**config.mk**
```make
export PLATFORM = sky130hd
export DESIGN_NAME = pc_fetch
export DESIGN_NICKNAME = d
export VERILOG_FILES = /design/src/rtl/pc_fetch.sv
export SDC_FILE = /design/constraint.sdc
export NUM_CORES = 1
export LEC_CHECK = 0
export ABC_CLOCK_PERIOD_IN_PS = 7900
export CAP_MARGIN = 0
export CORE_MARGIN = 3
export CORE_UTILIZATION = 45
export CTS_BUF_LIST = sky130_fd_sc_hd__clkbuf_4 sky130_fd_sc_hd__clkbuf_8
export DETAILED_ROUTE_END_ITERATION = 7
export PLACE_DENSITY = 0.69
export SLEW_MARGIN = 10
export SYNTH_ARGS = -nofsm -noshare
export SYNTH_HDL_FRONTEND = slang
export SYNTH_SLANG_ARGS = --single-unit
```
**constraint.sdc**
```tcl
create_clock -name clk -period 7.9 [get_ports clk]
set_clock_uncertainty 0.05 [all_clocks]
set_input_delay 0.79 -clock clk [delete_from_list [all_inputs] [get_ports clk]]
set_output_delay 0.79 -clock clk [all_outputs]
set_load 0.01 [all_outputs]
```
**src/rtl/pc_fetch.sv**
```systemverilog
// rtl/pc_fetch.sv - in-order instruction fetch with redirect drain and 2-entry decode buffer
`ifndef CPU_WIDTH
`define CPU_WIDTH 32
`endif

module pc_fetch #(
   parameter logic [`CPU_WIDTH-1:0] RESET_PC = 32'h8000_0000,
   parameter int                    MAX_OUT  = 2
) (
   input  logic                  clk,
   input  logic                  rst,
   input  logic                  redirect_vld,
   input  logic [`CPU_WIDTH-1:0] redirect_pc,
   output logic                  imem_req_vld,
   output logic [`CPU_WIDTH-1:0] imem_req_addr,
   input  logic                  imem_req_rdy,
   input  logic                  imem_rsp_vld,
   input  logic [`CPU_WIDTH-1:0] imem_rsp_data,
   output logic                  idu_vld,
   output logic [`CPU_WIDTH-1:0] idu_inst,
   output logic [`CPU_WIDTH-1:0] idu_inst_pc,
   input  logic                  idu_rdy
);
   localparam int W = `CPU_WIDTH;

   typedef enum logic [1:0] {BOOT, FETCH, DRAIN} state_t;

   state_t       state_q, state_d;
   logic [W-1:0] pc_q, pc_d;
   logic [1:0]   out_cnt_q, out_cnt_d;
   logic [1:0]   occ_q, occ_d;
   logic [1:0]   drop_cnt_q, drop_cnt_d;
   logic [W-1:0] af_q [2];
   logic [W-1:0] af_d [2];
   logic [W-1:0] buf_pc_q [2];
   logic [W-1:0] buf_pc_d [2];
   logic [W-1:0] buf_inst_q [2];
   logic [W-1:0] buf_inst_d [2];

   logic         rsp_ok;
   logic         req_acc;
   logic         buf_push;
   logic         buf_pop;
   logic [1:0]   af_wr_idx;
   logic [1:0]   buf_wr_idx;
   logic [W-1:0] redirect_tgt;

   assign idu_vld     = (occ_q != 2'd0);
   assign idu_inst    = buf_inst_q[0];
   assign idu_inst_pc = buf_pc_q[0];

   always_comb begin
      // A response with nothing outstanding is treated as if it never happened.
      rsp_ok        = imem_rsp_vld && (out_cnt_q != 2'd0);
      imem_req_vld  = (state_q == FETCH) && !redirect_vld &&
                      ((int'(out_cnt_q) + int'(occ_q)) < MAX_OUT);
      imem_req_addr = pc_q;
      req_acc       = imem_req_vld && imem_req_rdy;
      buf_push      = rsp_ok && (state_q == FETCH) && !redirect_vld;
      buf_pop       = idu_vld && idu_rdy;
      redirect_tgt  = redirect_pc & ~W'(3);

      pc_d = pc_q;
      if (redirect_vld) begin
         pc_d = redirect_tgt;
      end else if (req_acc) begin
         pc_d = pc_q + W'(4);
      end

      out_cnt_d = out_cnt_q + {1'b0, req_acc} - {1'b0, rsp_ok};

      af_d = af_q;
      if (rsp_ok) begin
         af_d[0] = af_q[1];
      end
      af_wr_idx = out_cnt_q - {1'b0, rsp_ok};
      if (req_acc) begin
         af_d[af_wr_idx[0]] = pc_q;
      end

      // Head always lives in entry 0 so idu_* come straight off flops.
      buf_pc_d   = buf_pc_q;
      buf_inst_d = buf_inst_q;
      if (buf_pop) begin
         buf_pc_d[0]   = buf_pc_q[1];
         buf_inst_d[0] = buf_inst_q[1];
      end
      buf_wr_idx = occ_q - {1'b0, buf_pop};
      if (buf_push) begin
         buf_pc_d[buf_wr_idx[0]]   = af_q[0];
         buf_inst_d[buf_wr_idx[0]] = imem_rsp_data;
      end
      occ_d = occ_q + {1'b0, buf_push} - {1'b0, buf_pop};
      if (redirect_vld) begin
         occ_d = 2'd0;
      end

      drop_cnt_d = drop_cnt_q;
      state_d    = state_q;
      unique case (state_q)
         BOOT: begin
            state_d = FETCH;
         end
         FETCH: begin
            if (redirect_vld) begin
               drop_cnt_d = out_cnt_q - {1'b0, rsp_ok};
               if (drop_cnt_d != 2'd0) begin
                  state_d = DRAIN;
               end
            end
         end
         DRAIN: begin
            if (rsp_ok && (drop_cnt_q != 2'd0)) begin
               drop_cnt_d = drop_cnt_q - 2'd1;
            end
            if (drop_cnt_d == 2'd0) begin
               state_d = FETCH;
            end
         end
         default: begin
            state_d = BOOT;
         end
      endcase
   end

   always_ff @(posedge clk or posedge rst) begin
      if (rst) begin
         state_q       <= BOOT;
         pc_q          <= RESET_PC;
         out_cnt_q     <= 2'd0;
         occ_q         <= 2'd0;
         drop_cnt_q    <= 2'd0;
         af_q[0]       <= '0;
         af_q[1]       <= '0;
         buf_pc_q[0]   <= '0;
         buf_pc_q[1]   <= '0;
         buf_inst_q[0] <= '0;
         buf_inst_q[1] <= '0;
      end else begin
         state_q       <= state_d;
         pc_q          <= pc_d;
         out_cnt_q     <= out_cnt_d;
         occ_q         <= occ_d;
         drop_cnt_q    <= drop_cnt_d;
         af_q[0]       <= af_d[0];
         af_q[1]       <= af_d[1];
         buf_pc_q[0]   <= buf_pc_d[0];
         buf_pc_q[1]   <= buf_pc_d[1];
         buf_inst_q[0] <= buf_inst_d[0];
         buf_inst_q[1] <= buf_inst_d[1];
      end
   end

endmodule

```
==> results.sh <==
export IMPL_ir_drop_v=0.0001192
export IMPL_final_antenna_net_count=0
export IMPL_min_period_over_period_pct=45.09
export IMPL_die_y_um=160.3
export IMPL_fillers=2041
export IMPL_crit_fanout=50
export IMPL_layout_nets=1120
export IMPL_netlist_top_cells_area="dfrtp_1, mux2_2, mux2i_1, buf_4, a21oi_1"
export IMPL_design_core_area_um2=22980
export IMPL_gp_congestion=0.7950
export IMPL_cp_end_kind="flip-flop"
export IMPL_antenna_found_initial=0
export IMPL_synth_warnings=0
export IMPL_finalHoldViolCount=0
export IMPL_area_growth_pct=20.59
export IMPL_drt_wl_total_um=22830
export IMPL_worstMarginPinSlew_ns=0.9301
export IMPL_setup_ws_ns=4.338
export IMPL_viasPerCell=5.204
export IMPL_synth_top_area_share_pct=53.04
export IMPL_tns_ns=0
export IMPL_cts_buffer_depth=3
export IMPL_synth_edff_count=0
export IMPL_grt_max_degree=102
export IMPL_hp_class="flip-flop to flip-flop"
export IMPL_leakage_nw=6.216
export IMPL_cts_tree="built"
export IMPL_synth_commonest_cells="dfrtp_1, nor2_1, a21oi_1, mux2i_1, mux2_2"
export IMPL_netlist_area_um2=10710
export IMPL_slew_limit_headroom_pct=37.99
export IMPL_synth_cells=944
export IMPL_die_area_um2=25680
export IMPL_postCtsSetupBuffers=0
export IMPL_finalNonFillerCells=1383
export IMPL_worstSetupStartpointType="input pin"
export IMPL_cp_slowest_cell="buf_4"
export IMPL_root_buffer="clkbuf_8"
export IMPL_dpl_hpwl_um=14500
export IMPL_finalSetupViolCount=0
export IMPL_cts_resized=0
export IMPL_ys_flop_type="dfrtp_1"
export IMPL_yosysSeqAreaShare_pct=53.29
export IMPL_synth_top_area_cell="dfrtp_1"
export IMPL_numClockSinks=228
export IMPL_die_x_um=160.3
export IMPL_seq_area_um2=5707
export IMPL_synth_most_common_cell="dfrtp_1"
export IMPL_drc=0
export IMPL_io_buffers=163
export IMPL_num_vias=7197
export IMPL_grt_pass1_vias=7054
export IMPL_power_mw=4.572
export IMPL_critical_path_class="input pin to flip-flop"
export IMPL_wl_per_cell_um=16.51
export IMPL_timing_fmax_ghz=0.2807
export IMPL_clk_latency_ns=0.53
export IMPL_rsz0062_at_grt="no"
export IMPL_fin_crit_ns=3.562
export IMPL_cp_buffers_inverters=3
export IMPL_grt_pass1_wl_um=37720
export IMPL_cts_made_buffers=40
export IMPL_netlist_cell_type_count=53
export IMPL_crit_chain="clkdlybuf4s50_1 -> buf_4 -> nand2b_1 -> or3_1 -> nor2b_4 -> buf_4 -> mux2_2"
export IMPL_final_layout_size_suffix_gt1_share_pct=18.22
export IMPL_async_reset_ff_share_pct=100.0
export IMPL_clkTransAtPathRegs_ns=0.06
export IMPL_required_ns=8.25
export IMPL_multi_input_area_um2=4213
export IMPL_drt_iter0_drc=373
export IMPL_holdBufCountCts=0
export IMPL_pre_cts_slack_ns=3.780
export IMPL_grt_overflow=0
export IMPL_diodes=0
export IMPL_path_delay_family="buffers and inverters"
export IMPL_grt_util_all_layers_pct=17.82
export IMPL_cpMostUsedCell="buf_4"
export IMPL_drv_cap=0
export IMPL_rows=55
export IMPL_ioPinCount=168
export IMPL_p_per_area_nw_per_um2=354.0
export IMPL_place_inst=1313
export IMPL_ys_ff_latch=228
export IMPL_maxSlewViolCount=0
export IMPL_cpPeakStageDelay_ns=0.68
export IMPL_initial_core_util_pct=46.59
export IMPL_drtPass1Iterations=5
export IMPL_outcome="finished, final reports clean"
export IMPL_critical_path_arrival_ns=3.91
export IMPL_h_tree_depth=2
export IMPL_synth_area_per_cell_um2=11.34
## worst reg2reg max path: cells and delay by family (launching register included)
kind	cells	cell delay, ns
flops	1	0.51
simple gates	3	1.22
buf+inv	1	0.69
mux	1	0.43
## where the power goes
part / internal (mW) / switching, mW
sequential: 1.63 / 0.316
combinational: 0.848 / 0.650
clock: 0.662 / 0.462
total: 3.15 / 1.43
## path summary, 6_finish.rpt
check	end	cells after the start	start	slack, ns
max	buf_pc_q[7]	7	redirect_vld	4.34
max in group asynchronous	imem_req_addr[2]	3	rst	5.63
min in group asynchronous	idu_inst[14]	2	rst	0.74
min	buf_inst_q[17]	1	buf_inst_q[17]	0.45
min reg2reg	buf_inst_q[17]	1	buf_inst_q[17]	0.45
max reg2reg	buf_pc_q[7]	5	state_q[0]	4.89
## sequential cells by signal (all words and copies together), names as in the netlist
register,flops
buf_inst_q,32
occ_q,2
out_cnt_q,2
idu_inst_pc,32
af_q,62
idu_inst,32
state_q,2
drop_cnt_q,2
imem_req_addr,30
buf_pc_q,32
## placed cells by master, fill, tap and decap left out, drive strengths merged, types with 6 or more instances in the layout
cell and instances:
nand3 17, a221o 6, clkinv 7, clkdlybuf4s50 163
buf 10, mux2i 99, a21oi 99, clkbuf 60
nand4 14, inv 11, dfrtp 227, nor3 7
nor2 105, and3 9, xor2 11, mux2 95
ha 7, o21ai 23, nand2 36
## layer usage
metal  routed length (µm)  track usage (%)
met5                    0                0
met4                  381            5.089
met3                 1317            4.332
met2                10240            27.13
met1                10900            25.52
## layout make-up
type	count	area share, %
clock buffers	60	5.717
clock inverters	10	0.8139
inverters	12	0.4069
multi-input cells	587	32.62
flip-flops and latches	228	44.19
well taps	313	3.033
repair buffers	173	13.22
## through the flow
| step | hold WS (ns) | util (%) | area, µm² |
|---|---|---|---|
| 2_1_floorplan | 0.4299 | - | 10710 |
| 3_3_place_gp | 0.4390 | 52.52 | 12070 |
| 3_5_place_dp | 0.4451 | 52.52 | 12070 |
| 4_1_cts | 0.4580 | 56.18 | 12910 |
| 5_1_grt | 0.4687 | 56.18 | 12910 |
| 6_report | 0.4512 | 56.18 | 12910 |
## cells by family after synthesis
group / share of synthesized area, %
other: 0.03502
xor gates and xnor gates: 1.227
muxes: 19.24
AOI/OAI and AO/OA: 8.155
DFF: 53.29
and+or+nand+nor: 9.359
adders and majority gates: 1.005
buffers and inverters: 7.688
Power figures use the tool's default switching activity.
